## src/rtl/vector_sum_pkg.sv

```systemverilog
// Shared types and helpers for the vector bit-sum stream blocks.
package vector_sum_pkg;

  typedef enum logic [1:0] {
    ACCUM = 2'd0,
    DRAIN = 2'd1,
    HOLD  = 2'd2
  } state_e;

  // Width needed to hold a count of 0..data_w inclusive.
  function automatic int cnt_w(input int data_w);
    return $clog2(data_w + 1);
  endfunction

endpackage

```

## src/rtl/vector_popcount.sv

```systemverilog
// Combinational population count of a DATA_W-bit word.
module vector_popcount
  import vector_sum_pkg::*;
#(
  parameter int DATA_W = 10,
  parameter int CNT_W  = cnt_w(DATA_W)
) (
  input  logic [DATA_W-1:0] data_i,
  output logic [CNT_W-1:0]  count_o
);

  always_comb begin
    count_o = '0;
    for (int i = 0; i < DATA_W; i++) begin
      count_o = count_o + CNT_W'(data_i[i]);
    end
  end

endmodule

```

## src/rtl/vector_sum_stream.sv

```systemverilog
// Streaming per-frame bit-count accumulator with valid/ready in and out.
//  state | meaning
//  ACCUM | accepting words, accumulating counts
//  DRAIN | last word accepted, waiting for it to reach the accumulator
//  HOLD  | frame result presented, waiting for consumer handshake
module vector_sum_stream
  import vector_sum_pkg::*;
#(
  parameter  int DATA_W = 10,
  parameter  int ACC_W  = 16,
  localparam int CNT_W  = cnt_w(DATA_W)
) (
  input  logic              clk,
  input  logic              rst_n,
  input  logic              in_valid,
  output logic              in_ready,
  input  logic [DATA_W-1:0] in_data,
  input  logic              in_zeros,
  input  logic              in_last,
  output logic              out_valid,
  input  logic              out_ready,
  output logic [ACC_W-1:0]  out_sum,
  output logic [ACC_W-1:0]  out_words,
  output logic              out_sat
);

  state_e             state_q, state_d;
  logic               in_ready_q, in_ready_d;
  logic               s1_valid_q, s1_last_q;
  logic [CNT_W-1:0]   s1_cnt_q, cnt_d, pop;
  logic [ACC_W-1:0]   acc_q, words_q, acc_nxt, words_nxt;
  logic               sat_q, sat_nxt;
  logic [ACC_W:0]     sum_ext, words_ext;
  logic               out_valid_q, out_sat_q;
  logic [ACC_W-1:0]   out_sum_q, out_words_q;
  logic               accept, load_out, clear;

  vector_popcount #(.DATA_W(DATA_W), .CNT_W(CNT_W)) u_popcount (
    .data_i  (in_data),
    .count_o (pop)
  );

  assign accept = in_valid && in_ready_q;
  assign cnt_d  = in_zeros ? (CNT_W'(DATA_W) - pop) : pop;

  // Carry out of the widened add flags saturation.
  assign sum_ext   = {1'b0, acc_q} + (ACC_W + 1)'(s1_cnt_q);
  assign words_ext = {1'b0, words_q} + (ACC_W + 1)'(1);
  assign acc_nxt   = sum_ext[ACC_W]   ? '1 : sum_ext[ACC_W-1:0];
  assign words_nxt = words_ext[ACC_W] ? '1 : words_ext[ACC_W-1:0];
  assign sat_nxt   = sat_q | sum_ext[ACC_W] | words_ext[ACC_W];

  always_ff @(posedge clk or negedge rst_n) begin
    if (!rst_n) begin
      state_q    <= ACCUM;
      in_ready_q <= 1'b0;
    end else begin
      state_q    <= state_d;
      in_ready_q <= in_ready_d;
    end
  end

  always_comb begin
    state_d = state_q;
    case (state_q)
      ACCUM:   if (accept && in_last)        state_d = DRAIN;
      DRAIN:   if (s1_valid_q && s1_last_q)  state_d = HOLD;
      HOLD:    if (out_valid_q && out_ready) state_d = ACCUM;
      default:                               state_d = ACCUM;
    endcase
  end

  always_comb begin
    in_ready_d = (state_d == ACCUM);
    load_out   = (state_q == DRAIN) && s1_valid_q && s1_last_q;
    clear      = (state_q == HOLD) && out_valid_q && out_ready;
  end

  always_ff @(posedge clk or negedge rst_n) begin
    if (!rst_n) begin
      s1_valid_q <= 1'b0;
      s1_last_q  <= 1'b0;
      s1_cnt_q   <= '0;
    end else begin
      s1_valid_q <= accept;
      if (accept) begin
        s1_last_q <= in_last;
        s1_cnt_q  <= cnt_d;
      end
    end
  end

  always_ff @(posedge clk or negedge rst_n) begin
    if (!rst_n) begin
      acc_q   <= '0;
      words_q <= '0;
      sat_q   <= 1'b0;
    end else if (clear) begin
      acc_q   <= '0;
      words_q <= '0;
      sat_q   <= 1'b0;
    end else if (s1_valid_q) begin
      acc_q   <= acc_nxt;
      words_q <= words_nxt;
      sat_q   <= sat_nxt;
    end
  end

  // Output registers take the post-update totals so the last word is included.
  always_ff @(posedge clk or negedge rst_n) begin
    if (!rst_n) begin
      out_valid_q <= 1'b0;
      out_sum_q   <= '0;
      out_words_q <= '0;
      out_sat_q   <= 1'b0;
    end else if (load_out) begin
      out_valid_q <= 1'b1;
      out_sum_q   <= acc_nxt;
      out_words_q <= words_nxt;
      out_sat_q   <= sat_nxt;
    end else if (clear) begin
      out_valid_q <= 1'b0;
    end
  end

  assign in_ready  = in_ready_q;
  assign out_valid = out_valid_q;
  assign out_sum   = out_sum_q;
  assign out_words = out_words_q;
  assign out_sat   = out_sat_q;

endmodule
```

## config.mk

```make
export PLATFORM = sky130hd
export DESIGN_NAME = vector_sum_stream
export DESIGN_NICKNAME = d
export VERILOG_FILES = /design/src/rtl/vector_sum_pkg.sv /design/src/rtl/vector_popcount.sv /design/src/rtl/vector_sum_stream.sv
export SDC_FILE = /design/constraint.sdc
export NUM_CORES = 1
export LEC_CHECK = 0
export CAP_MARGIN = 20
export CORE_MARGIN = 2
export CORE_UTILIZATION = 51
export CTS_BUF_LIST = sky130_fd_sc_hd__clkbuf_16
export CTS_CLUSTER_SIZE = 10
export DETAILED_ROUTE_END_ITERATION = 16
export GPL_TIMING_DRIVEN = 0
export PLACE_DENSITY = 0.71
export SYNTH_ARGS = -nofsm -noshare
export SYNTH_HDL_FRONTEND = slang
export SYNTH_SLANG_ARGS = --single-unit
```

## constraint.sdc

```tcl
create_clock -name clk -period 2.35 [get_ports clk]
set_input_delay 0.705 -clock clk [delete_from_list [all_inputs] [get_ports clk]]
set_output_delay 0.705 -clock clk [all_outputs]
set_load 0.005 [all_outputs]
```

* Word level (Yosys, flattened, before mapping)
Index checks and enable logic that the tools add are counted.
** Word-level totals
- Bits in registers :: 76
- Bits of input ports :: 16
- Output and inout bits :: 35
- Word-level logic and storage cells :: 55
** Operators by class
- Add/sub/neg operators :: 12
- Equal/unequal tests :: 2
- Multiplexer cells :: 15
- Bitwise gates (word level) :: 2
- Reductions and logical operators :: 12
** Operator list (number)
- $mux 16 :: 6
- $add 4x1->4 :: 8
- $add 16x1->17 const B :: 1
- $add 16x4->17 :: 1
- $logic_and 1x1->1 :: 8
- $mux 2 :: 3
- $pmux 2 s3 :: 1
- $logic_not 2->1 :: 2
- $mux 1 :: 4
- $mux 4 :: 1
- $reduce_bool 2->1 :: 2
- $sub 4x4->4 const A :: 1
- $add 1x1->2 :: 1
- $eq 2x1->1 const B :: 1
- $eq 2x2->1 const B :: 1
- $or 1x1->1 :: 2

* Longest topological paths before layout
- Depth in word-level cells :: 11
- Gate-level depth with buffers :: 13
- Gate-level depth less buffers :: 13

* By module
Synthesis repeated with hierarchy kept, for this count alone.
** Unflattened totals
- Cells, all modules :: 429
- Area total of the unflattened synthesis :: 4078.9 sq um
** Modules (own cells, without submodules)
- vector_sum_stream :: instances 1, cells an instance 401, area an instance 3852.4 sq um, sequential area each 1901.8 sq um
- vector_popcount :: instances 1, cells an instance 28, area an instance 226.5 sq um, sequential area each 0.0 sq um

* Worst setup path before layout
OpenSTA, ideal clock, no wires.
- Kind :: input-to-reg
- Start :: in in_data[0]
- End :: reg s1_cnt_q[1]
- Library setup time :: 0.083 ns
- Arrival :: 3.795 ns
- Required time :: 2.267 ns
- Slack :: -1.528 ns
- Cell stages on the path :: 12
- Path buffers :: 0
- Cells stage by stage :: ha_1 > inv_1 > fa_1 > fa_1 > fa_1 > fa_1 > fa_1 > inv_1 > ha_1 > nand2_1 > o21ai_0 > o21ai_0
** Between the ends
- Cells in the longest elaborated chain, start to end :: 11
** Ends and longest elaborated chain
- start, declared :: RTL line vector_sum_stream.sv:17 : input logic [DATA_W-1:0] in_data,
- $add 1x1->2 * :: RTL line vector_popcount.sv:15 : count_o = count_o + CNT_W'(data_i[i]);
- $add 4x1->4 * (8 in series) :: RTL line vector_popcount.sv:15
- $sub 4x4->4 :: RTL line vector_sum_stream.sv:44 : assign cnt_d = in_zeros ? (CNT_W'(DATA_W) - pop) : pop;
- $mux 4 * :: RTL line vector_sum_stream.sv:44
- end signal, assigned :: RTL line vector_sum_stream.sv:88 : s1_cnt_q <= cnt_d;
- end, declared :: RTL line vector_sum_stream.sv:30 : logic [CNT_W-1:0] s1_cnt_q, cnt_d, pop;
Every way passes the cells marked *; elsewhere a longest branch is shown, timed or not.
A chain may end at the register's enable or synchronous reset.

* Final worst setup path
- Start :: in in_data[1]
- End :: reg s1_cnt_q[1]
Same word-level chain as after synthesis.

==> summary.txt <==
GRT
  – Vias in the first global route: 3413
  – First-pass GRT wire length: 16670 um
  – Initial antenna violation count: 0
  – Largest net degree at the start of global routing: 42
  – Congestion Overflow GR: 0
  – Gr usage total: 0.2388

Route
  – Vias post-DR: 3535
  – Vias per inst: 5.757
  – Final antenna-violating net count: 0
  – Post-DR wirelength/cell: 16.34 um
  – Drt drc: 0
  – DR pass1 iterations: 5
  – Final wirelength: 10040 um
  – DRT iter0 DRCs: 273

Cells and area
  – Multi-input gate area: 2223 um2
  – Area Overhead vs Synth: 25.94%
  – Layout net count: 538
  – Finished Cell Area: 5358 um2
  – Reg area: 1902 um2
  – Number of diodes: 0
  – Ratio of cells with drive above 1 in the final layout: 0.1277
  – # fillers: 638

Worst setup path
  – WS Path Type: primary input to flip-flop
  – Critical path capture point type: flip-flop
  – R2R depth: 8
  – Crit path required time: 2550 ps
  – R2R Setup Slk: 70 ps
  – CP Launch Type: primary input
  – Worst Path Arrival: 3870 ps
  – Critical path peak fanout: 2

Yosys
  – EDFF count, synth: 0
  – Share of the synthesized area in the top cell type: 0.4471
  – Post-synth cell types: 60
  – Mapped cell area: 4254 um2
  – Seq/Total Area, Yosys: 0.4471
  – Leading area contributor after synthesis: dfrtp_1
  – Most frequent cell after synthesis: dfrtp_1
  – Synth Warn #: 0
  – Syn avg cell area: 9.757 um2
  – Largest cells by area after synthesis: dfrtp_1, a21oi_1, a31oi_1
  – Top_reg_cell synth: dfrtp_1
  – Asr flop ratio synth: 1.000
  – Synth cell count leaders: dfrtp_1, nand2_1, a21oi_1, nor2_1, o21ai_0
  – Post-synthesis cell count: 436
  – Post-Syn Nets: 470
  – Flops & latches, synth: 76

Timing
  – Achievable Freq: 272.2 MHz
  – Worst slew margin: 0.5834
  – Setup TNS: -4549 ps
  – Setup ws final: -1323 ps
  – Hold Vio Cnt, Final: 0
  – Final Max Slew Viols: 0
  – RSZ-0062 raised after global routing: true
  – Final Critical Period: 3673 ps
  – Fin crit share: 1.563
  – Worst slew pin tran: 624.9 ps
  – Endpoints failing setup: 4
  – Final Skew: 6.303 ps

Die
  – Initial Util: 0.5230
  – Die W: 95.33 um
  – Die Y: 95.33 um
  – Rows: 33
  – Die Area: 9088 um2
  – Total core area: 8134 um2
  – # IOs: 51

Clocking
  – CTS root buf: clkbuf_16
  – CTS buffer count: 9
  – Clk_lat worst skew: 330 ps
  – # clock sinks: 76
  – CTS H-tree depth: 3
  – Clk slew on worst S/H paths: 60 ps
  – TritonCTS clock tree: built
  – Maximum root-to-sink buffer count: 2

Power
  – PD cells: 1194 nW/um2
  – Leak Pwr: 0.002321 uW
  – Total power: 6397 uW
  – Worst vdd ir: 0.6563 mV

Place
  – GP Congestion: 0.8655
  – Post-DP HPWL: 7087 um
  – Placement Setup Slack: -2109 ps
  – Post-DP Area: 4918 um2
  – PortBufs: 50

Outcome
  – Violated checks: setup timing
  – Outcome: finished, violations left

Hold path
  – Worst hold path type: primary input to async pin

Job
  – Max Cap Viol: 0
## worst max-delay path: stages
cell and delay (ps):
buf_6 90, ha_4 250, inv_2 30, fa_1 450
fa_1 510, fa_1 430, fa_2 360, fa_1 540
inv_2 70, ha_4 260, nand2_2 50, o21ai_2 60
o21ai_1 70
## area by class of cell
| class | instances | area share |
|---|---|---|
| Buffer | 25 | 0.02289 |
| Clock buffer | 9 | 0.04204 |
| Clock inverter | 7 | 0.01728 |
| Inverter | 25 | 0.01752 |
| Multi-Input combinational cell | 310 | 0.4150 |
| Sequential cell | 76 | 0.3550 |
| Tap cell | 105 | 0.02452 |
| Timing Repair Buffer | 57 | 0.1058 |
## power by group
part	switching [uW]	internal [uW]
Combinational	1390	1360
Clock	544	925
Sequential	368	1810
## what timing repair did
item,4_1_cts,5_1_grt
hold buffers,0,0
pin swaps,7,12
buffers inserted,1,5
resized for setup,17,14
setup endpoints to repair,5,17
## layout by cell type, fill, tap and decap left out, types with 10 or more instances in the layout
cell             instances
inv_1                   23
clkdlybuf4s50_1         45
nand2_1                 38
xnor2_1                 14
clkbuf_1                13
o21ai_0                 25
and4_1                  11
a21oi_1                 33
dfrtp_1                 76
nor2_1                  33
and2_1                  10
a31oi_1                 25
## stage by stage
step	hold slack, ps	instances	util
CTS	350.1	609	0.6462
floorplan	409.4	436	-
global placement	459.8	591	0.6025
global route	364.3	614	0.6587
finish	330.7	614	0.6587
detailed placement	468.4	592	0.6047
## layer usage
metal,track usage,vias up,routed length [um]
met1,0.3419,1727,4733
met5,0,-,0
met4,0.08696,0,126
li1,-,1703,-
met3,0.03794,12,417
met2,0.3674,93,4757
## flip-flops by register name, summed over array words and instances (netlist names), 2 cells and up
register   flops
acc_q         16
out_sum       16
out_words     16
words_q       16
s1_cnt_q       4
state_q        2
## cell families (layout without fill, tap and decap cells)
| kind of cell | Yosys count | in the layout | share of synthesized area |
|---|---|---|---|
| simple gates | 137 | 137 | 0.1812 |
| compound gates | 126 | 126 | 0.1935 |
| flops | 76 | 76 | 0.4471 |
| buf+inv | 50 | 123 | 0.05088 |
| xor+xnor | 23 | 23 | 0.04735 |
| fa+ha+maj | 18 | 18 | 0.06529 |
| mux | 6 | 6 | 0.01471 |
## path summary, 6_finish.rpt
path / from / to
max in group asynchronous: rst_n / words_q[4]
worst min register to register: out_words[14] / out_words[14]
worst max-delay path: in_data[1] / s1_cnt_q[1]
worst max register to register: s1_cnt_q[0] / acc_q[11]
worst min-delay path: rst_n / out_sum[12]
min in group clk: out_words[14] / out_words[14]
Power figures use the tool's default switching activity.
